<file path="src/rtl/match_pkg.sv">
// match_pkg: shared FSM state, coordinate slicing, distance helpers
// for the parallel descriptor match controller.
package match_pkg;

  typedef enum logic [2:0] {
    S_IDLE  = 3'd0,
    S_LOAD  = 3'd1,
    S_SCAN  = 3'd2,
    S_DRAIN = 3'd3,
    S_EMIT  = 3'd4,
    S_DONE  = 3'd5
  } state_t;

  // Widest descriptor the popcount helper accepts.
  localparam int MAX_DES_W = 1024;
  localparam int PC_W      = 11;

  // Coordinate word is {row, col}; col holds the low cw/2 bits.
  function automatic logic [31:0] coor_col(
    input logic [31:0] c,
    input int          cw
  );
    logic [31:0] m;
    m = (32'd1 << (cw / 2)) - 32'd1;
    return c & m;
  endfunction

  function automatic logic [31:0] coor_row(
    input logic [31:0] c,
    input int          cw
  );
    logic [31:0] m;
    m = (32'd1 << (cw - cw / 2)) - 32'd1;
    return (c >> (cw / 2)) & m;
  endfunction

  function automatic logic [31:0] abs_diff(
    input logic [31:0] a,
    input logic [31:0] b
  );
    return (a > b) ? (a - b) : (b - a);
  endfunction

  function automatic logic [PC_W-1:0] popcount(
    input logic [MAX_DES_W-1:0] v
  );
    logic [PC_W-1:0] s;
    s = '0;
    for (int i = 0; i < MAX_DES_W; i++)
      s = s + PC_W'(v[i]);
    return s;
  endfunction

endpackage

</file>
<file path="src/rtl/match_lane.sv">
// match_lane: one main descriptor, two Hamming units, running minima.
// Ports: clear/load/en_p/en_r controls, RAM words in, best coords/minima out.
module match_lane
  import match_pkg::*;
#(
  parameter int DES_W  = 128,
  parameter int COOR_W = 20,
  parameter int HD_W   = 8
) (
  input  logic                    clk,
  input  logic                    rst,
  input  logic                    clear,
  input  logic                    load,
  input  logic                    en_p,
  input  logic                    en_r,
  input  logic [COOR_W+DES_W-1:0] l_data,
  input  logic [COOR_W+DES_W-1:0] p_data,
  input  logic [COOR_W+DES_W-1:0] r_data,
  output logic [COOR_W-1:0]       coor_m,
  output logic [COOR_W-1:0]       coor_p,
  output logic [COOR_W-1:0]       coor_r,
  output logic [HD_W-1:0]         min_p,
  output logic [HD_W-1:0]         min_r
);

  localparam int WW = COOR_W + DES_W;

  logic [DES_W-1:0] main_q;
  logic [HD_W-1:0]  hd_p;
  logic [HD_W-1:0]  hd_r;

  // Saturating Hamming distance.
  function automatic logic [HD_W-1:0] hd(
    input logic [DES_W-1:0] a,
    input logic [DES_W-1:0] b
  );
    logic [MAX_DES_W-1:0] x;
    logic [31:0]          pc;
    logic [HD_W-1:0]      r;
    x             = '0;
    x[DES_W-1:0]  = a ^ b;
    pc            = 32'(popcount(x));
    r             = pc[HD_W-1:0];
    if (pc > 32'((64'd1 << HD_W) - 64'd1))
      r = '1;
    return r;
  endfunction

  assign hd_p = hd(main_q, p_data[DES_W-1:0]);
  assign hd_r = hd(main_q, r_data[DES_W-1:0]);

  always_ff @(posedge clk or negedge rst) begin
    if (!rst) begin
      main_q <= '0;
      coor_m <= '0;
      coor_p <= '0;
      coor_r <= '0;
      min_p  <= '0;
      min_r  <= '0;
    end else if (clear) begin
      coor_p <= '0;
      coor_r <= '0;
      min_p  <= '1;
      min_r  <= '1;
    end else begin
      if (load) begin
        main_q <= l_data[DES_W-1:0];
        coor_m <= l_data[WW-1:DES_W];
      end
      // Strictly smaller only: earliest address keeps a tie.
      if (en_p && hd_p < min_p) begin
        min_p  <= hd_p;
        coor_p <= p_data[WW-1:DES_W];
      end
      if (en_r && hd_r < min_r) begin
        min_r  <= hd_r;
        coor_r <= r_data[WW-1:DES_W];
      end
    end
  end

endmodule

</file>
<file path="src/rtl/match_ctrl_par.sv">
// match_ctrl_par: batch-loads main descriptors, streams P/R RAMs past all
// lanes, emits qualified {coorR, coorP, coorM} on a valid/ready stream.
module match_ctrl_par
  import match_pkg::*;
#(
  parameter int          N_LANES  = 4,
  parameter int          DES_W    = 128,
  parameter int          COOR_W   = 20,
  parameter int          ADDR_W   = 10,
  parameter int          HD_W     = 8,
  parameter int          MATCH_TH = 10,
  parameter int          PSR      = 5,
  parameter int          ROW_TOL  = 1,
  parameter logic [1:0]  MODE     = 2'b11
) (
  input  logic                    clk,
  input  logic                    rst,
  input  logic                    start,
  input  logic [ADDR_W-1:0]       cnt_l,
  input  logic [ADDR_W-1:0]       cnt_p,
  input  logic [ADDR_W-1:0]       cnt_r,
  output logic [ADDR_W-1:0]       l_addr,
  output logic [ADDR_W-1:0]       p_addr,
  output logic [ADDR_W-1:0]       r_addr,
  input  logic [COOR_W+DES_W-1:0] l_data,
  input  logic [COOR_W+DES_W-1:0] p_data,
  input  logic [COOR_W+DES_W-1:0] r_data,
  output logic [3*COOR_W-1:0]     dout,
  output logic                    dout_valid,
  input  logic                    dout_ready,
  output logic                    busy,
  output logic                    match_done
);

  localparam int KW = (N_LANES > 1) ? $clog2(N_LANES) : 1;
  localparam int CW = ADDR_W + 1;

  state_t              state;
  logic [ADDR_W-1:0]   cl, cp, cr, base;
  logic [CW-1:0]       c, a;
  logic [KW-1:0]       k;
  logic                pv, rv;
  logic [N_LANES-1:0]  lane_en;

  logic [ADDR_W-1:0]   rem, mx, base_nxt;
  logic [CW-1:0]       n;
  logic                scan_last, out_free, k_last, clr, qual;

  logic [N_LANES-1:0]  ld, ep, er;
  logic [COOR_W-1:0]   cm_s [N_LANES];
  logic [COOR_W-1:0]   cp_s [N_LANES];
  logic [COOR_W-1:0]   cr_s [N_LANES];
  logic [HD_W-1:0]     mp_s [N_LANES];
  logic [HD_W-1:0]     mr_s [N_LANES];

  logic [COOR_W-1:0]   cm_k, cp_k, cr_k;
  logic [HD_W-1:0]     mp_k, mr_k;
  logic [31:0]         col_d, row_d;

  // Address that sticks at cnt-1 once the stream is exhausted.
  function automatic logic [ADDR_W-1:0] clamp(
    input logic [CW-1:0]     x,
    input logic [ADDR_W-1:0] cnt
  );
    logic [ADDR_W-1:0] r;
    r = '0;
    if (x < {1'b0, cnt})
      r = x[ADDR_W-1:0];
    else if (cnt != '0)
      r = cnt - 1'b1;
    return r;
  endfunction

  always_comb begin
    rem       = cl - base;
    n         = ({1'b0, rem} < CW'(N_LANES)) ?
                {1'b0, rem} : CW'(N_LANES);
    base_nxt  = base + n[ADDR_W-1:0];
    mx        = (cp > cr) ? cp : cr;
    scan_last = (a + CW'(1)) >= {1'b0, mx};
    out_free  = !dout_valid || dout_ready;
    k_last    = (k == KW'(N_LANES - 1));
    clr       = (state == S_LOAD) && (c == '0);
  end

  always_comb begin
    l_addr = '0;
    p_addr = '0;
    r_addr = '0;
    if (state == S_LOAD && c < n)
      l_addr = base + c[ADDR_W-1:0];
    if (state == S_SCAN) begin
      p_addr = clamp(a, cp);
      r_addr = clamp(a, cr);
    end
  end

  for (genvar i = 0; i < N_LANES; i++) begin : g_lane
    assign ld[i] = (state == S_LOAD) && (c == CW'(i + 1));
    assign ep[i] = pv && lane_en[i];
    assign er[i] = rv && lane_en[i];

    match_lane #(
      .DES_W  (DES_W),
      .COOR_W (COOR_W),
      .HD_W   (HD_W)
    ) u_lane (
      .clk    (clk),
      .rst    (rst),
      .clear  (clr),
      .load   (ld[i]),
      .en_p   (ep[i]),
      .en_r   (er[i]),
      .l_data (l_data),
      .p_data (p_data),
      .r_data (r_data),
      .coor_m (cm_s[i]),
      .coor_p (cp_s[i]),
      .coor_r (cr_s[i]),
      .min_p  (mp_s[i]),
      .min_r  (mr_s[i])
    );
  end

  always_comb begin
    cm_k  = cm_s[k];
    cp_k  = cp_s[k];
    cr_k  = cr_s[k];
    mp_k  = mp_s[k];
    mr_k  = mr_s[k];
    col_d = abs_diff(coor_col(32'(cr_k), COOR_W),
                     coor_col(32'(cm_k), COOR_W));
    row_d = abs_diff(coor_row(32'(cr_k), COOR_W),
                     coor_row(32'(cm_k), COOR_W));
    qual  = lane_en[k] &&
            (!MODE[0] || (32'(mp_k) < 32'(MATCH_TH))) &&
            (!MODE[1] || ((32'(mr_k) < 32'(MATCH_TH)) &&
                          (col_d < 32'(PSR)) &&
                          (row_d <= 32'(ROW_TOL))));
  end

  always_ff @(posedge clk or negedge rst) begin
    if (!rst) begin
      state <= S_IDLE;
      cl    <= '0;
      cp    <= '0;
      cr    <= '0;
      base  <= '0;
      c     <= '0;
      a     <= '0;
      k     <= '0;
    end else begin
      unique case (state)
        S_IDLE: begin
          if (start) begin
            cl    <= cnt_l;
            cp    <= cnt_p;
            cr    <= cnt_r;
            base  <= '0;
            c     <= '0;
            state <= (cnt_l == '0) ? S_DONE : S_LOAD;
          end
        end
        S_LOAD: begin
          if (c == n) begin
            c     <= '0;
            a     <= '0;
            state <= S_SCAN;
          end else begin
            c <= c + CW'(1);
          end
        end
        S_SCAN: begin
          if (scan_last)
            state <= S_DRAIN;
          else
            a <= a + CW'(1);
        end
        S_DRAIN: begin
          k     <= '0;
          state <= S_EMIT;
        end
        S_EMIT: begin
          // A held result blocks the next lane from being examined.
          if (out_free) begin
            if (k_last) begin
              base  <= base_nxt;
              c     <= '0;
              state <= (base_nxt == cl) ? S_DONE : S_LOAD;
            end else begin
              k <= k + KW'(1);
            end
          end
        end
        S_DONE: begin
          if (out_free)
            state <= S_IDLE;
        end
        default: state <= S_IDLE;
      endcase
    end
  end

  // Stream valids trail the address by one cycle, like the RAM data.
  always_ff @(posedge clk or negedge rst) begin
    if (!rst) begin
      pv      <= 1'b0;
      rv      <= 1'b0;
      lane_en <= '0;
    end else begin
      pv <= (state == S_SCAN) && (a < {1'b0, cp});
      rv <= (state == S_SCAN) && (a < {1'b0, cr});
      if (clr) begin
        for (int i = 0; i < N_LANES; i++)
          lane_en[i] <= (CW'(i) < n);
      end
    end
  end

  always_ff @(posedge clk or negedge rst) begin
    if (!rst) begin
      dout_valid <= 1'b0;
      dout       <= '0;
    end else if (out_free) begin
      if (state == S_EMIT && qual) begin
        dout_valid <= 1'b1;
        dout       <= {cr_k, cp_k, cm_k};
      end else begin
        dout_valid <= 1'b0;
      end
    end
  end

  assign busy       = (state != S_IDLE);
  assign match_done = (state == S_DONE) && out_free;

endmodule

</file>
<file path="config.mk">
export PLATFORM = sky130hd
export DESIGN_NAME = match_ctrl_par
export DESIGN_NICKNAME = d
export VERILOG_FILES = /design/src/rtl/match_pkg.sv /design/src/rtl/match_lane.sv /design/src/rtl/match_ctrl_par.sv
export SDC_FILE = /design/constraint.sdc
export NUM_CORES = 2
export LEC_CHECK = 0
export CORE_ASPECT_RATIO = 0.9
export CORE_UTILIZATION = 46
export DETAILED_ROUTE_END_ITERATION = 10
export DONT_BUFFER_PORTS = 1
export HOLD_SLACK_MARGIN = 0.05
export SLEW_MARGIN = 20
export SYNTH_ARGS = -nofsm -noshare
export SYNTH_HDL_FRONTEND = slang
export SYNTH_HIERARCHICAL = 1
export SYNTH_SLANG_ARGS = --single-unit
export TNS_END_PERCENT = 50
</file>
<file path="constraint.sdc">
create_clock -name clk -period 17.9 [get_ports clk]
set_input_delay 1.79 -clock clk [delete_from_list [all_inputs] [get_ports clk]]
set_output_delay 1.79 -clock clk [all_outputs]
set_load 0.02 [all_outputs]
</file>
==> out/summary.md <==
The die outline height came out at 396 um. The smallest hold slack is 0.502 ns. After Yosys synthesis, and, or, nand and nor cells account for 4.29% of the synthesized area. The die covers 174000 um2. In this run the number of H-tree levels came out at 3.

Number of failing hold endpoints at the final stage: 0. CTS saw 950 sinks. The detailed router placed 48.5k vias in this run.

The worst setup path is captured at a flop. For this block, wires on met1 add up to 100000 um. For this run, the top clock speed supported by timing is 0.0945 GHz. The top cell type by area accounts for 29.9% of the synthesized area. Clock tree buffer depth: 3. Counting the buffers created by CTS gives 113.

The mean instance size in the synthesized netlist was 11.8 um2; the largest fanout on the critical path was 24. Summing the areas of all xor and xnor instances in the mapped netlist gives 12.4% of the synthesized area. Setup violations remaining at the end of the flow were counted as 0. At the worst endpoint, the required time is 18.60 ns.

The largest net degree at the start of global routing is 225. The count of flip-flops with a built-in enable after synthesis is 0, and the cell area after synthesis is 79400 um2. The fraction of final layout cells sized beyond drive strength 1 is 14.9%.

The logs give 89 for the number of distinct library cell variants in the gate-level netlist after synthesis and 15.1k for the filler cell count. The fraction of registers with async set/reset is 100%. The sequential cells in the finished layout cover a total of 23800 um2.

The worst setup path is launched from an input pin. After clock tree synthesis, the flow added hold-fix buffers numbering 0. Once detail routing completed, the nets flagged for antenna violations numbered 0. The final max-slew violation count was 0; the normalized max-slew margin was 24.9%. The number of nets in the finished design is 8488, and the wire length on met3 is 14600 um. The setup path with the least slack is of type in2reg. Multiplexer area fraction after synthesis: 13.4%. The run finished with clean final reports.

The routed design could run at a clock period as short as 10.59 ns. The setup TNS after final layout came out at 0 ns. In this run the clock root is driven by a sky130_fd_sc_hd__clkbuf_16. Sorting the synthesized cells by how often they occur yields 982 x sky130_fd_sc_hd__inv_1, 950 x sky130_fd_sc_hd__dfrtp_1, 927 x sky130_fd_sc_hd__fa_1. At the later pin of the worst-skew pair, clock insertion delay measures 0.77 ns. Summing all multi-input logic gate instances after layout gives 51100 um2. TritonCTS built the clock tree. The sum of net half-perimeters after detailed placement was 194000 um; the number of warnings reported in the yosys synthesis log was 6. The iteration-0 DRC count of the detailed router is 3084, and the number of remaining DRC errors is 0. The final routed wirelength across all metal layers is 241000 um, and the slew at the pin closest to its max-slew limit is 1.13 ns. During placement, the flow inserted port buffers numbering 0. The run gives 0 as the setup fix buffers added after clock tree synthesis. The tools report the met2 layer wire length in the routed design as 116000 um.

For this configuration, the core starts out at a cell density of 46.3%. Most common cell in the synthesized netlist: sky130_fd_sc_hd__inv_1. Compound-cell area share of the yosys netlist: 4.70%. After Yosys synthesis, full adders, half adders and majority gates account for 29.3% of the synthesized area. The total I/O pin count is 571.

After clock tree synthesis, the clock-pin slew on the worst setup and hold paths is 0.06 ns. For the worst setup path, the data arrival time is 11.28 ns. The number of vias per cell after detailed routing works out to 5.35. The floorplan has 144 rows. The floorplan step set the die width to 440 um. Dividing the detail-routed wire length by the instance count gives 26.6 um. The dominant combinational cell family by area after synthesis was adder cells.

In the post-synthesis netlist, the biggest area contributors are sky130_fd_sc_hd__dfrtp_1 30%, sky130_fd_sc_hd__fa_1 23%, sky130_fd_sc_hd__mux2_2 8.6%, sky130_fd_sc_hd__xor2_1 6.3%, sky130_fd_sc_hd__xnor2_1 6.1%. After global routing the overflow that remains totals 0. The run gives 6721 as the number of standard cells after synthesis.

The kind of path behind the tightest hold check was reg2reg. Across every metal layer, demand over resource in global routing totals 28.0%. Of the available clock period, the critical path in the final layout requires 59.1%.

The number of maximum-capacitance constraint violations was 0. The cell with the biggest individual delay on the critical path was sky130_fd_sc_hd__nand3b_1. The run gives 4 as the number of antenna violations at the first check in global routing. Summing the sequential cell areas from Yosys gives 29.9% of the chip area. Gates resized during post-CTS repair numbered 0. The top cell type by total area after synthesis is sky130_fd_sc_hd__dfrtp_1. For this run, the slowest stage of the critical path takes 0.77 ns.

The number of storage elements in the synthesis netlist was 950; the via count of the first global-routing pass was 52.4k. Setup repair after global routing left no endpoint under its margin. The area overhead of the layout relative to synthesis was 8.12%. The predominant post-synthesis flop cell is sky130_fd_sc_hd__dfrtp_1.

Routability-driven placement finished with a final weighted congestion of 0.978. The total area inside the core boundary comes to 171000 um2. The iteration count of the initial detailed-routing pass came out at 5. Among the stages of the critical path, the cell type that occurs most often is sky130_fd_sc_hd__fa_1. The worst setup skew after layout was 0.0409 ns.

The detailed router used layers up to and including met4. The wire length of the first global-routing pass came out at 356000 um.
critical path: cells and delay by family:
family	cells	cell delay [ns]
compound gates	4	0.84
simple gates	5	1.86
xor+xnor	1	0.23
fa+ha+maj	13	6.00
buf+inv	8	0.54
path summary, 6_finish.rpt:
check | slack [ns] | from | end | cells past startpoint
worst max-delay path | 7.31 | p_data[107] | g_lane[0].u_lane/min_p[6] | 31
worst min-delay path | 0.50 | g_lane[1].u_lane/coor_m[1] | g_lane[1].u_lane/coor_m[1] | 1
worst max register to register | 7.88 | g_lane[0].u_lane/main_q[107] | g_lane[0].u_lane/min_p[6] | 31
worst min register to register | 0.50 | g_lane[1].u_lane/coor_m[1] | g_lane[1].u_lane/coor_m[1] | 1
max in group asynchronous | 14.36 | rst | g_lane[2].u_lane/main_q[31] | 5
min in group asynchronous | 0.94 | rst | base[1] | 1
layout by cell type, fill, tap and decap left out, types with 19 or more instances in the layout:
| cell | Yosys | layout |
|---|---|---|
| sky130_fd_sc_hd__o21ai_1 | 22 | 23 |
| sky130_fd_sc_hd__mux4_2 | 60 | 60 |
| sky130_fd_sc_hd__clkbuf_16 | 0 | 115 |
| sky130_fd_sc_hd__clkbuf_8 | 0 | 19 |
| sky130_fd_sc_hd__nand2b_1 | 30 | 30 |
| sky130_fd_sc_hd__a21oi_1 | 179 | 179 |
| sky130_fd_sc_hd__clkinv_2 | 0 | 24 |
| sky130_fd_sc_hd__nand3_1 | 91 | 91 |
| sky130_fd_sc_hd__mux2i_1 | 160 | 160 |
| sky130_fd_sc_hd__mux2_2 | 604 | 604 |
| sky130_fd_sc_hd__buf_4 | 4 | 30 |
| sky130_fd_sc_hd__nand2_1 | 101 | 101 |
| sky130_fd_sc_hd__nand4_1 | 23 | 23 |
| sky130_fd_sc_hd__a21o_1 | 42 | 42 |
| sky130_fd_sc_hd__xnor2_1 | 553 | 553 |
| sky130_fd_sc_hd__ha_1 | 379 | 379 |
| sky130_fd_sc_hd__mux2_4 | 60 | 60 |
| sky130_fd_sc_hd__nor3_1 | 74 | 73 |
| sky130_fd_sc_hd__inv_1 | 982 | 982 |
| sky130_fd_sc_hd__xor2_1 | 573 | 573 |
| sky130_fd_sc_hd__dfrtp_1 | 950 | 948 |
| sky130_fd_sc_hd__o21a_1 | 21 | 21 |
| sky130_fd_sc_hd__o21ai_0 | 142 | 140 |
| sky130_fd_sc_hd__nor2b_1 | 30 | 26 |
| sky130_fd_sc_hd__fa_1 | 927 | 927 |
| sky130_fd_sc_hd__nor2_1 | 284 | 283 |
metal layers:
metal / vias up / track usage, %
met4: 0 / 11.0
met5: - / 0
met1: 25200 / 36.4
li1: 21700 / -
met2: 1264 / 45.9
met3: 331 / 5.68
sequential cells by signal, indices dropped and copies added, names as in the netlist, 32 cells and up:
register / count
g_lane.u_lane/coor_p: 80
g_lane.u_lane/min_p: 32
g_lane.u_lane/main_q: 512
dout: 60
g_lane.u_lane/coor_m: 80
g_lane.u_lane/coor_r: 80
g_lane.u_lane/min_r: 32
final cells by class:
type	instances	area share, %
Sequential cell	950	27.7
Tap cell	2263	3.30
Antenna cell	12	0.0350
Multi-Input combinational cell	4614	59.5
Timing Repair Buffer	42	0.615
Clock buffer	149	3.72
Inverter	983	4.30
Clock inverter	58	0.835
through the flow:
stage / util (%) / instances / setup WS, ns / area [um2]
after detailed placement: 47.7 / 8848 / 6.52 / 81800
after global placement: 47.6 / 8842 / 6.67 / 81600
final: 50.1 / 9071 / 7.31 / 85900
after global routing: 50.1 / 9071 / 7.04 / 85900
after floorplan: - / 6732 / 7.83 / 79400
after CTS: 50.0 / 9055 / 7.38 / 85700
cell families (layout without fill, tap and decap cells):
group	count (synthesis)	count (layout)
adder cells (fa/ha/maj)	1306	1306
buffers and inverters	1168	1232
XOR/XNOR	1126	1126
flip-flops	950	950
multiplexers	884	884
AND/OR/NAND/NOR	718	718
AO/OA/AOI/OAI	567	567
other	2	25
Power is left out: the tool's default activity adds up to more than one toggle a clock period on the data nets, which glitch-free logic cannot reach.
